**config.mk**
```make
export PLATFORM = sky130hd
export DESIGN_NAME = fft_stage_sequencer
export DESIGN_NICKNAME = d
export VERILOG_FILES = /design/src/rtl/fft_stage_sequencer.sv
export SDC_FILE = /design/constraint.sdc
export NUM_CORES = 1
export LEC_CHECK = 0
export BUFFER_PORTS_ARGS = -buffer_cell sky130_fd_sc_hd__buf_2
export CORE_MARGIN = 3
export CORE_UTILIZATION = 35
export CTS_BUF_LIST = sky130_fd_sc_hd__clkbuf_8
export DETAILED_ROUTE_END_ITERATION = 7
export PLACE_DENSITY = 0.54
export SLEW_MARGIN = 20
export SYNTH_ARGS = -nofsm -noshare
export SYNTH_HDL_FRONTEND = slang
export SYNTH_SLANG_ARGS = --single-unit
```
**constraint.sdc**
```tcl
create_clock -name clk -period 9.9 [get_ports clk]
set_clock_uncertainty 0.2 [all_clocks]
set_input_delay 0 -clock clk [delete_from_list [all_inputs] [get_ports clk]]
set_output_delay 0 -clock clk [all_outputs]
set_load 0.05 [all_outputs]
```
**src/rtl/fft_stage_sequencer.sv**
```systemverilog
// Stage scheduler for the mixed-radix FFT: reads per-radix power counts from the
// power LUT (order r4, r2, r3, r5) and streams one configuration per butterfly stage.
module fft_stage_sequencer #(
  parameter int NUM_SIZES  = 42,
  parameter int MAX_STAGES = 12,
  parameter int SPAN_W     = 12
) (
  input  logic              clk,
  input  logic              reset,
  input  logic              io_start,
  input  logic [5:0]        io_fftsize,
  input  logic              io_abort,
  output logic [5:0]        io_lut_fftsize,
  output logic [2:0]        io_lut_power,
  input  logic [2:0]        io_lut_power4235,
  output logic              io_stage_valid,
  input  logic              io_stage_ready,
  output logic [1:0]        io_stage_radix,
  output logic [3:0]        io_stage_idx,
  output logic [SPAN_W-1:0] io_stage_span,
  output logic              io_stage_last,
  output logic              io_busy,
  output logic              io_done,
  output logic              io_err,
  output logic [3:0]        io_stage_count,
  output logic [2:0]        dbg_state_o
);

  // Handshake: a stage transfers on any cycle where io_stage_valid and io_stage_ready
  // are both high and io_abort is low; fields hold while valid waits for ready.

  typedef enum logic [2:0] {
    S_IDLE  = 3'd0,
    S_LOAD  = 3'd1,
    S_CHECK = 3'd2,
    S_EMIT  = 3'd3,
    S_DONE  = 3'd4,
    S_ERR   = 3'd5
  } state_t;

  localparam logic [6:0] NUM_SIZES_W  = 7'(NUM_SIZES);
  localparam logic [4:0] MAX_STAGES_W = 5'(MAX_STAGES);

  state_t            state_q, state_d;
  logic [5:0]        size_q, size_d;
  logic [1:0]        k_q, k_d;
  logic [2:0]        pow_q [4];
  logic [2:0]        pow_d [4];
  logic [4:0]        total_q, total_d;
  logic [3:0]        count_q, count_d;
  logic [SPAN_W-1:0] span_q, span_d;
  logic [3:0]        idx_q, idx_d;
  logic [1:0]        cur_q, cur_d;
  logic [2:0]        rem_q, rem_d;

  logic [4:0]        total_sum;
  logic [1:0]        first_nz;
  logic [1:0]        next_nz;
  logic [SPAN_W-1:0] radix_val;
  logic              is_emit;
  logic              is_load;
  logic              last_stage;

  assign is_emit    = (state_q == S_EMIT);
  assign is_load    = (state_q == S_LOAD);
  assign last_stage = ({1'b0, idx_q} == (total_q - 5'd1));

  always_comb begin
    total_sum = {2'b00, pow_q[0]} + {2'b00, pow_q[1]} + {2'b00, pow_q[2]} + {2'b00, pow_q[3]};
    first_nz  = 2'd0;
    next_nz   = cur_q;
    // Descending scan so the lowest qualifying radix index wins.
    for (int k = 3; k >= 0; k--) begin
      if (pow_q[k] != 3'd0) first_nz = 2'(k);
      if ((k > int'(cur_q)) && (pow_q[k] != 3'd0)) next_nz = 2'(k);
    end
    case (cur_q)
      2'd0:    radix_val = SPAN_W'(4);
      2'd1:    radix_val = SPAN_W'(2);
      2'd2:    radix_val = SPAN_W'(3);
      default: radix_val = SPAN_W'(5);
    endcase
  end

  always_comb begin
    state_d = state_q;
    size_d  = size_q;
    k_d     = k_q;
    for (int i = 0; i < 4; i++) pow_d[i] = pow_q[i];
    total_d = total_q;
    count_d = count_q;
    span_d  = span_q;
    idx_d   = idx_q;
    cur_d   = cur_q;
    rem_d   = rem_q;
    case (state_q)
      S_IDLE: begin
        if (io_start) begin
          if ({1'b0, io_fftsize} < NUM_SIZES_W) begin
            size_d  = io_fftsize;
            k_d     = 2'd0;
            state_d = S_LOAD;
          end else begin
            state_d = S_ERR;
          end
        end
      end
      S_LOAD: begin
        if (io_abort) begin
          state_d = S_IDLE;
        end else begin
          pow_d[k_q] = io_lut_power4235;
          k_d        = k_q + 2'd1;
          if (k_q == 2'd3) state_d = S_CHECK;
        end
      end
      S_CHECK: begin
        if (io_abort) begin
          state_d = S_IDLE;
        end else if (total_sum > MAX_STAGES_W) begin
          state_d = S_ERR;
        end else if (total_sum == 5'd0) begin
          count_d = 4'd0;
          state_d = S_DONE;
        end else begin
          count_d = total_sum[3:0];
          total_d = total_sum;
          span_d  = SPAN_W'(1);
          idx_d   = 4'd0;
          cur_d   = first_nz;
          rem_d   = pow_q[first_nz];
          state_d = S_EMIT;
        end
      end
      S_EMIT: begin
        if (io_abort) begin
          state_d = S_IDLE;
        end else if (io_stage_ready) begin
          idx_d  = idx_q + 4'd1;
          span_d = span_q * radix_val;
          if (last_stage) begin
            state_d = S_DONE;
          end else if (rem_q == 3'd1) begin
            cur_d = next_nz;
            rem_d = pow_q[next_nz];
          end else begin
            rem_d = rem_q - 3'd1;
          end
        end
      end
      S_DONE:  state_d = S_IDLE;
      S_ERR:   state_d = S_IDLE;
      default: state_d = S_IDLE;
    endcase
  end

  always_ff @(posedge clk) begin
    if (reset) begin
      state_q <= S_IDLE;
      size_q  <= '0;
      k_q     <= '0;
      for (int i = 0; i < 4; i++) pow_q[i] <= '0;
      total_q <= '0;
      count_q <= '0;
      span_q  <= '0;
      idx_q   <= '0;
      cur_q   <= '0;
      rem_q   <= '0;
    end else begin
      state_q <= state_d;
      size_q  <= size_d;
      k_q     <= k_d;
      for (int i = 0; i < 4; i++) pow_q[i] <= pow_d[i];
      total_q <= total_d;
      count_q <= count_d;
      span_q  <= span_d;
      idx_q   <= idx_d;
      cur_q   <= cur_d;
      rem_q   <= rem_d;
    end
  end

  assign io_lut_fftsize = is_load ? size_q : 6'd0;
  assign io_lut_power   = is_load ? {1'b0, k_q} : 3'd0;
  assign io_stage_valid = is_emit;
  assign io_stage_radix = is_emit ? cur_q : 2'd0;
  assign io_stage_idx   = is_emit ? idx_q : 4'd0;
  assign io_stage_span  = is_emit ? span_q : '0;
  assign io_stage_last  = is_emit && last_stage;
  assign io_busy        = (state_q != S_IDLE);
  assign io_done        = (state_q == S_DONE);
  assign io_err         = (state_q == S_ERR);
  assign io_stage_count = count_q;
  assign dbg_state_o    = state_q;

endmodule

```
==> reports/metrics.yaml <==
clock_latency_ns: 0.31
p_seq_share_pct: 50.2
placed_cells: 679
setup_ws_ns: 5.33
synthAdderAreaFrac_pct: 15.8
ys_warn_count: 0
gp_congestion: 0.828
ioPinCount: 53
critPathKind: "register to register"
synth-async-reset-ratio_pct: 0
post_cts_buffers: 0
drive_above_1_share_pct: 13.1
final-instance-count-excl-fill: 705
post_synth_mux_area_share_pct: 1.53
dieArea_sq_um: 12800
r2r-end: "span_q[10]$_SDFFE_PP0P_"
overflow: 0
fin_area_sq_um: 4650
antenna_found_initial: 0
drv_slew: 0
grt_pass1_vias: 3683
irDropWorstVdd_v: 0.0000616
ys_ff_latch: 53
dp_hpwl_um: 7370
viasPerCell: 5.31
path_delay_family: "adder cells"
port_buffers: 51
die_w_um: 113
postSynthCellCount: 509
p_per_area_nw_per_um2: 96.1
setup_tns_ns: 0
setup_viol: 0
drt_iter0_drc: 116
cts_buffers: 5
internal_power_uw: 322
fin_crit_sh_pct: 46.2
rrSetupSlack_ns: 5.33
synth_nets: 564
drc: 0
syn-mean-instance-area_sq_um: 7.86
grt_max_degree: 60
worstSetupStartpointType: "register"
fp.dieH_um: 113
p_leak_nw: 1.96
ys_seq_area_share_pct: 26.5
ctsResizeCount: 0
cts_tree: "done"
hold_path_end: "span_q[7]$_SDFFE_PP0P_"
htreeDepth: 2
holdPathStages: 3
slew_headroom_pct: 51.1
clk_path_buf_depth: 2
worst_setup_path_end_kind: "register"
synth_area_sq_um: 4000
cap_violations: 0
ant_nets: 0
crit_buf_inv: 2
synth_top_cell_by_area: "dfxtp_1"
arrival_ns: 4.58
worst_pin_slew_ns: 0.732
wire_per_inst_um: 14.5
finalPower_uw: 447
clock-sinks: 53
yosys.area_share.simple_pct: 27.4
worst_r2r_path_depth: 13
hold_class: "input port to register"
rsz0062_at_grt: "no"
path_cells: "inv_1, ha_1, nand2_1, fa_1, inv_1, ha_1, fa_1, a21o_1, a21oi_1, o211ai_1, o311ai_0, nor4_1, a221o_1"
clk_transition_reported_paths_ns: 0.10
synth_compound_area_share_pct: 19.1
p_clk_share_pct: 35.0
placedInstanceArea_sq_um: 4360
worstPathRequired_ns: 9.91
synth_edf_count: 0
cp_slowest_cell: "dfxtp_1"
pre_cts_ws_ns: 5.39
syn2layout_area_growth_pct: 16.3
yosysTopAreaCellShare_pct: 26.5
cpPeakStageDelay_ns: 0.74
via_count: 3741
yosys.cell_types.count: 61
crit_path_max_fanout: 20
coreArea_sq_um: 11000
grt_first_pass_wirelength_um: 17500
fmaxAchievable_mhz: 219
status: "completed"
hold_violations: 0
r2r_start: "cur_q[1]$_SDFFE_PP0P_"
start_util_pct: 36.4
min_from: "reset"
dr.pass1.iters: 4
p_sw_share_pct: 28.0
fin_nets: 619
synth_top_family_by_area: "simple AND/OR/NAND/NOR gates"
drt_wl_total_um: 10200
comb_power_share_pct: 14.8
postCtsHoldBufs: 18
num_rows: 38
min_period_ns: 4.57
ys.flop_type: "dfxtp_1"
ys_top_cells_by_area: "dfxtp_1 (27%), fa_1 (8.0%), ha_1 (7.8%)"
synthXorXnorAreaFrac_pct: 3.28
p_switching_uw: 125
diodes: 0
cts-root-buf: "clkbuf_8"
grt_usage_pct: 16.4
layer usage:
layer	track usage (%)	vias up	routed length, um
li1	-	1882	-
met1	21.9	1758	4820
met2	27.1	89	4800
met3	2.62	12	433
met4	5.21	0	163
met5	0	-	0
kinds of logic after synthesis:
kind of cell,count (synthesis)
simple gates,213
compound gates,118
buf+inv,62
flops,53
fa+ha+maj,41
xor+xnor,15
mux,6
other cells,1
final cells by class:
type                    instances  area, sq um
flip-flops and latches         53         1060
multi-input cells             394         2700
repair buffers                 72          458
well taps                     140          175
inverters                      38          143
clock buffers                   6         82.6
clock inverters                 2         33.8
fillers                      1102         6330
power groups by stage:
stage | combinational [mW] | sequential (mW) | clock, mW
floorplan | 0.0429 | 0.229 | 0
global placement | 0.0593 | 0.229 | 0
detailed placement | 0.0598 | 0.230 | 0
CTS | 0.0661 | 0.225 | 0.162
global route | 0.0728 | 0.226 | 0.169
finish | 0.0661 | 0.225 | 0.156
per-stage QoR:
step | hold slack, ns | util, %
after floorplan | -0.0991 | -
final | 0.0793 | 42.4
after detailed placement | 0.0719 | 39.7
after CTS | 0.0882 | 42.4
after global placement | 0.0681 | 39.7
after global routing | 0.148 | 42.4
synthesized netlist by cell type (4+ instances only):
cell,number
inv_1,38
o211ai_1,4
dfxtp_1,53
xor2_1,5
a21o_1,4
nand2b_1,12
a21oi_1,51
nor3_1,11
nor2_1,29
and2_1,23
mux2i_1,5
or3_1,6
nor3b_1,12
clkbuf_1,19
fa_1,16
a22oi_1,4
a31oi_1,4
nor4_1,4
xnor2_1,10
nand3_1,26
and3_1,8
o21ai_0,17
ha_1,25
nand2_1,65
sequential cells by signal, indices dropped and copies added (netlist names):
register / cells
pow_q: 12
span_q: 12
size_q: 6
total_q: 5
idx_q: 4
io_stage_count: 4
dbg_state_o: 3
rem_q: 3
cur_q: 2
k_q: 2
worst max path at each step:
stage | slack, ns | cells past startpoint | start | end
5_1_grt | 4.93 | 12 | cur_q[1]$_SDFFE_PP0P_ | span_q[11]$_SDFFE_PP0P_
6_report | 5.33 | 13 | cur_q[1]$_SDFFE_PP0P_ | span_q[10]$_SDFFE_PP0P_
2_1_floorplan | 6.05 | 15 | cur_q[1]$_SDFFE_PP0P_ | span_q[10]$_SDFFE_PP0P_
3_3_place_gp | 5.57 | 13 | cur_q[1]$_SDFFE_PP0P_ | span_q[10]$_SDFFE_PP0P_
4_1_cts | 5.38 | 13 | cur_q[1]$_SDFFE_PP0P_ | span_q[10]$_SDFFE_PP0P_
3_5_place_dp | 5.39 | 13 | cur_q[1]$_SDFFE_PP0P_ | span_q[10]$_SDFFE_PP0P_
cells in the final DEF (no fill, tap or decap), types with 16 or more instances in the layout:
cell and instances:
a21oi_1 51, and2_1 23, buf_2 51, dfxtp_1 53, dlygate4sd3_1 18, fa_1 16
ha_1 25, inv_1 39, nand2_1 65, nand3_1 26, nor2_1 29, o21ai_0 17
worst register-to-register path, stage by stage (launching register included):
cell	delay [ns]
dfxtp_1	0.74
inv_1	0.25
ha_1	0.72
nand2_1	0.17
fa_1	0.53
inv_1	0.04
ha_1	0.23
fa_1	0.41
a21o_1	0.19
a21oi_1	0.30
o211ai_1	0.14
o311ai_0	0.16
nor4_1	0.10
a221o_1	0.28
Note: power is estimated with default switching activity, not from simulation.
